--- config.mk ---
export PLATFORM = sky130hd
export DESIGN_NAME = switch_debounce_display_flat
export DESIGN_NICKNAME = d
export VERILOG_FILES = /design/src/rtl/switch_debounce_display_if.sv /design/src/rtl/switch_debounce_display.sv /design/src/flat_wrapper.sv
export SDC_FILE = /design/constraint.sdc
export NUM_CORES = 1
export LEC_CHECK = 0
export CAP_MARGIN = 20
export CORE_ASPECT_RATIO = 2
export CORE_UTILIZATION = 54
export DETAILED_ROUTE_END_ITERATION = 7
export GPL_TIMING_DRIVEN = 1
export HOLD_SLACK_MARGIN = 0.12
export MAX_ROUTING_LAYER = met4
export PLACE_DENSITY = 0.86
export SLEW_MARGIN = 10
export SYNTH_ARGS = -nofsm -noshare
export SYNTH_HDL_FRONTEND = slang
export SYNTH_SLANG_ARGS = --single-unit
export TNS_END_PERCENT = 30
--- constraint.sdc ---
create_clock -name CLOCK_50 -period 6.79 [get_ports CLOCK_50]
set_input_delay 1.0185 -clock CLOCK_50 [delete_from_list [all_inputs] [get_ports CLOCK_50]]
set_output_delay 1.0185 -clock CLOCK_50 [all_outputs]
set_load 0.03 [all_outputs]
--- src/rtl/switch_debounce_display_if.sv ---
// Board-side switch/LED/7-segment bundle between the pins and the debounce/display block.
interface switch_debounce_display_if #(
    parameter int unsigned CHANNELS = 6
);
    logic [CHANNELS-1:0]   SW;
    logic                  MODE;
    logic                  CLEAR;
    logic [CHANNELS-1:0]   LEDR;
    logic [8*CHANNELS-1:0] HEX;
    logic [CHANNELS-1:0]   EDGE;

    modport master (output SW, MODE, CLEAR, input LEDR, HEX, EDGE);
    modport slave  (input SW, MODE, CLEAR, output LEDR, HEX, EDGE);
endinterface

--- src/rtl/switch_debounce_display.sv ---
// Per-channel switch synchroniser + debouncer with LED, rising-edge pulse,
// 4-bit edge counter and a registered 7-segment digit (state or count).
module switch_debounce_display #(
    parameter int unsigned CHANNELS        = 6,
    parameter int unsigned DEBOUNCE_CYCLES = 500000
) (
    input  logic                    CLOCK_50,
    input  logic                    RESET,
    switch_debounce_display_if.slave bus
);
    localparam int unsigned CW          = $clog2(DEBOUNCE_CYCLES + 1);
    localparam logic [CW-1:0] LAST      = CW'(DEBOUNCE_CYCLES - 1);
    localparam logic [7:0]    SEG_ZERO  = 8'hC0;

    logic [CHANNELS-1:0]   s1;
    logic [CHANNELS-1:0]   s2;
    logic [CHANNELS-1:0]   stable;
    logic [CW-1:0]         cnt   [CHANNELS];
    logic [3:0]            count [CHANNELS];
    logic [CHANNELS-1:0]   edge_q;
    logic [8*CHANNELS-1:0] hex_q;

    logic [CHANNELS-1:0]   settle_c;
    logic [CHANNELS-1:0]   rise_c;

    // Active-low segment pattern for one hex digit; bit 7 (decimal point) stays off.
    function automatic logic [7:0] seg7(input logic [3:0] v);
        seg7 = 8'hFF;
        case (v)
            4'h0: seg7 = 8'hC0;
            4'h1: seg7 = 8'hF9;
            4'h2: seg7 = 8'hA4;
            4'h3: seg7 = 8'hB0;
            4'h4: seg7 = 8'h99;
            4'h5: seg7 = 8'h92;
            4'h6: seg7 = 8'h82;
            4'h7: seg7 = 8'hF8;
            4'h8: seg7 = 8'h80;
            4'h9: seg7 = 8'h90;
            4'hA: seg7 = 8'h88;
            4'hB: seg7 = 8'h83;
            4'hC: seg7 = 8'hC6;
            4'hD: seg7 = 8'hA1;
            4'hE: seg7 = 8'h86;
            4'hF: seg7 = 8'h8E;
        endcase
    endfunction

    // A channel settles when its synchronised input has disagreed for the full window.
    always_comb begin
        settle_c = '0;
        rise_c   = '0;
        for (int i = 0; i < CHANNELS; i++) begin
            settle_c[i] = (s2[i] != stable[i]) && (cnt[i] == LAST);
            rise_c[i]   = settle_c[i] && s2[i];
        end
    end

    always_ff @(posedge CLOCK_50 or posedge RESET) begin
        if (RESET) begin
            s1     <= '0;
            s2     <= '0;
            stable <= '0;
            edge_q <= '0;
            hex_q  <= {CHANNELS{SEG_ZERO}};
            for (int i = 0; i < CHANNELS; i++) begin
                cnt[i]   <= '0;
                count[i] <= '0;
            end
        end else begin
            s1     <= bus.SW;
            s2     <= s1;
            edge_q <= rise_c;
            for (int i = 0; i < CHANNELS; i++) begin
                if (s2[i] == stable[i]) begin
                    cnt[i] <= '0;
                end else if (settle_c[i]) begin
                    stable[i] <= s2[i];
                    cnt[i]    <= '0;
                end else begin
                    cnt[i] <= cnt[i] + CW'(1);
                end

                // Clear wins over a coincident rising edge; the pulse still goes out.
                if (bus.CLEAR) begin
                    count[i] <= '0;
                end else if (rise_c[i]) begin
                    count[i] <= count[i] + 4'(1);
                end

                hex_q[8*i +: 8] <= seg7(bus.MODE ? count[i] : {3'b000, stable[i]});
            end
        end
    end

    assign bus.LEDR = stable;
    assign bus.EDGE = edge_q;
    assign bus.HEX  = hex_q;

endmodule

--- src/flat_wrapper.sv ---
// flat-port wrapper written by rule: the top's interface ports become plain ports
module switch_debounce_display_flat 
#(
    parameter int unsigned CHANNELS        = 6,
    parameter int unsigned DEBOUNCE_CYCLES = 500000
)
  (CLOCK_50, RESET, bus_SW, bus_MODE, bus_CLEAR, bus_LEDR, bus_HEX, bus_EDGE);
  switch_debounce_display_if #(.CHANNELS(CHANNELS)) bus_i ();
  input  logic CLOCK_50;
  input  logic RESET;
  input wire logic [$bits(bus_i.SW)-1:0] bus_SW;
  input wire logic [$bits(bus_i.MODE)-1:0] bus_MODE;
  input wire logic [$bits(bus_i.CLEAR)-1:0] bus_CLEAR;
  output wire logic [$bits(bus_i.LEDR)-1:0] bus_LEDR;
  output wire logic [$bits(bus_i.HEX)-1:0] bus_HEX;
  output wire logic [$bits(bus_i.EDGE)-1:0] bus_EDGE;
  assign bus_i.SW = bus_SW;
  assign bus_i.MODE = bus_MODE;
  assign bus_i.CLEAR = bus_CLEAR;
  assign bus_LEDR = bus_i.LEDR;
  assign bus_HEX = bus_i.HEX;
  assign bus_EDGE = bus_i.EDGE;
  switch_debounce_display #(.CHANNELS(CHANNELS), .DEBOUNCE_CYCLES(DEBOUNCE_CYCLES)) u_core (.CLOCK_50(CLOCK_50), .RESET(RESET), .bus(bus_i));
endmodule
==> impl_metrics.json <==
{
  "fmax_mhz": 366,
  "ioPinCount": 70,
  "io_buffers": 63,
  "ys_seq_area_share_pct": 47.7,
  "final_common_cell": "dfrtp_1",
  "h-tree-depth": 1,
  "hold_class": "flop to flop",
  "synthCells": 1105,
  "synth_compound_area_share_pct": 9.49,
  "synth.largest_area_cell": "dfrtp_1",
  "clock_path_buffers": 3,
  "cts.clk_slew.worst_paths_ns": 0.06,
  "hold_ws_ns": 0.350,
  "cts_tree": "done",
  "area_growth_pct": 13.6,
  "num_antenna_cells": 0,
  "synth_area_um2": 10700,
  "finalClockSkew_ns": 0.0195,
  "endpoint_kind": "primary output",
  "antenna_left": 0,
  "critPathArrivalTime_ns": 1.71,
  "cts-root-buf": "clkbuf_16",
  "stdcell_area_um2": 12200,
  "dpl.cell_count": 1389,
  "nets": 1209,
  "coreArea_um2": 19400,
  "grt_pass1_vias": 8376,
  "min_period_ns": 2.73,
  "cpPeakStageDelay_ns": 0.75,
  "initial_core_util_pct": 55.3,
  "ctsHoldBuffers": 0,
  "synth_fa_ha_area_share_pct": 5.60,
  "yosys-top-cells-area": "dfrtp_1, xnor2_1, ha_1",
  "ys_warn_count": 0,
  "relSlewSlack_pct": 27.1,
  "die_h_um": 201,
  "path_max_fanout": 5,
  "numCtsBuffers": 19,
  "critPathKind": "flop to primary output",
  "hpwl_mm": 15.5,
  "p_leak_nw": 4.88,
  "slowest_stage": "clkdlybuf4s50_1",
  "final_cell_mix": "dfrtp_1, nor2_1, xnor2_1",
  "finalSetupViolCount": 0,
  "worstPathRequired_ns": 5.77,
  "die_w_um": 102,
  "grt_pass1_wl_mm": 38.9,
  "crit_chain": "clkdlybuf4s50_1",
  "num_vias": 8330,
  "report.power.total_mw": 2.40,
  "synth-seq-cells": 204,
  "fill_cells": 1539,
  "path_buf_inv": 1,
  "avgSynthCellArea_um2": 9.70,
  "worstSetupStartpointType": "flop",
  "synth_xor_area_share_pct": 7.68,
  "fp-row-count": 72,
  "grt_start_max_net_pins": 147,
  "drc_errors": 0,
  "cts.repair.resized": 0,
  "wire_per_inst_um": 16.1,
  "period_share_pct": 40.3,
  "synth-simple-area-share_pct": 22.4,
  "cellPowerDensity_nw_per_um2": 197,
  "critPathTopFamily": "buffers and inverters",
  "synth_top_family_by_area": "simple AND/OR/NAND/NOR gates",
  "tns_ns": 0,
  "synth-edff-count": 0,
  "dr.pass1.iters": 5,
  "ir_drop_v": 0.000210,
  "synth_top_area_share_pct": 46.2,
  "antenna_found_initial": 0,
  "drive_gt1_share_pct": 6.70,
  "grt_overflow_total": 0,
  "post_synth_num_cell_types": 58,
  "maxSlewViolCount": 0,
  "final_cells": 1423,
  "wirelength_mm": 22.9,
  "gp_congestion": 0.856,
  "worstMarginPinSlew_ns": 1.09,
  "synth.area.mux_share_pct": 2.88,
  "cts_setup_buffers": 0,
  "drtIter0Drc": 438,
  "grt_usage_pct": 24.2,
  "postPlaceCellArea_um2": 11500,
  "dieArea_um2": 20400,
  "clock-sinks": 204,
  "status": "finished clean",
  "finalHoldViolations": 0,
  "synth_ff_type": "dfrtp_1",
  "clkLatencyLatePin_ns": 0.51,
  "ys_async_sr_fraction_pct": 100,
  "vias_per_cell": 5.85,
  "maxCapViolCount": 0,
  "rsz0062_at_grt": "false"
}
-- report_power, final --
part           internal [mW]  total [mW]  switching [mW]
clock                  0.614        1.08           0.469
sequential              1.23        1.24          0.0123
combinational         0.0192      0.0741          0.0549
-- layer usage --
metal	wire (um)	GRT usage, %
met1	8480	25.6
met2	12900	43.8
met3	755	2.99
met4	726	10.7
met5	0	-
-- registers in the layout, summed over array words and instances, names as in the netlist --
signal and flops:
u_core.bus.EDGE 6, u_core.bus.HEX 42, u_core.bus.LEDR 6, u_core.cnt 114, u_core.count 24, u_core.s1 6
u_core.s2 6
-- synthesized netlist by cell type, types with 8 or more instances --
cell and count:
a21oi_1 60, and3_1 8, clkbuf_1 38, dfrtp_1 198
ha_1 48, inv_1 61, mux2_2 15, mux2i_1 14
nand2_1 55, nand3_1 52, nand4_1 32, nor2_1 138
nor2b_1 9, nor3_1 28, nor4_1 35, nor4bb_1 8
o21ai_0 35, o31ai_1 17, or3_1 14, or4_1 19
xnor2_1 73, xor2_1 21
-- per-stage QoR --
stage | setup WS [ns] | util, %
6_report | 4.06 | 62.8
5_1_grt | 3.98 | 62.8
4_1_cts | 4.03 | 62.8
3_5_place_dp | 3.65 | 59.6
3_3_place_gp | 3.73 | 59.5
2_1_floorplan | 0.214 | -
-- kinds of logic (layout without fill, tap and decap cells) --
| family | Yosys count | in the layout |
|---|---|---|
| AO/OA/AOI/OAI | 164 | 164 |
| XOR/XNOR | 94 | 94 |
| adder cells (fa/ha/maj) | 48 | 48 |
| buffers and inverters | 112 | 166 |
| flip-flops | 204 | 204 |
| other | 1 | 6 |
| AND/OR/NAND/NOR | 453 | 453 |
| multiplexers | 29 | 29 |
-- path summary, 6_finish.rpt --
path | cells after the start | from | endpoint | slack [ns]
min reg2reg | 0 | u_core.s1[1]$_DFF_PP0_ | u_core.s2[1]$_DFF_PP0_ | 0.35
max reg2reg | 4 | u_core.cnt[86]$_DFF_PP0_ | u_core.count[19]$_DFFE_PP0P_ | 4.35
min | 0 | u_core.s1[1]$_DFF_PP0_ | u_core.s2[1]$_DFF_PP0_ | 0.35
max | 1 | u_core.bus.LEDR[3]$_DFFE_PP0P_ | bus_LEDR[3] | 4.06
max in group asynchronous | 3 | RESET | u_core.bus.HEX[40]$_DFF_PP0_ | 4.33
min in group asynchronous | 2 | RESET | u_core.s1[0]$_DFF_PP0_ | 1.14
-- area by class of cell --
cell class / instances / area (um2) / share of cell area, %
Clock buffer: 26 / 552 / 4.53
Clock inverter: 8 / 78.8 / 0.648
Inverter: 61 / 236 / 1.94
Multi-Input combinational cell: 794 / 5180 / 42.5
Sequential cell: 204 / 5110 / 42.0
Tap cell: 259 / 324 / 2.66
Timing Repair Buffer: 71 / 693 / 5.69
No activity file was read; power rests on OpenSTA's default activity.
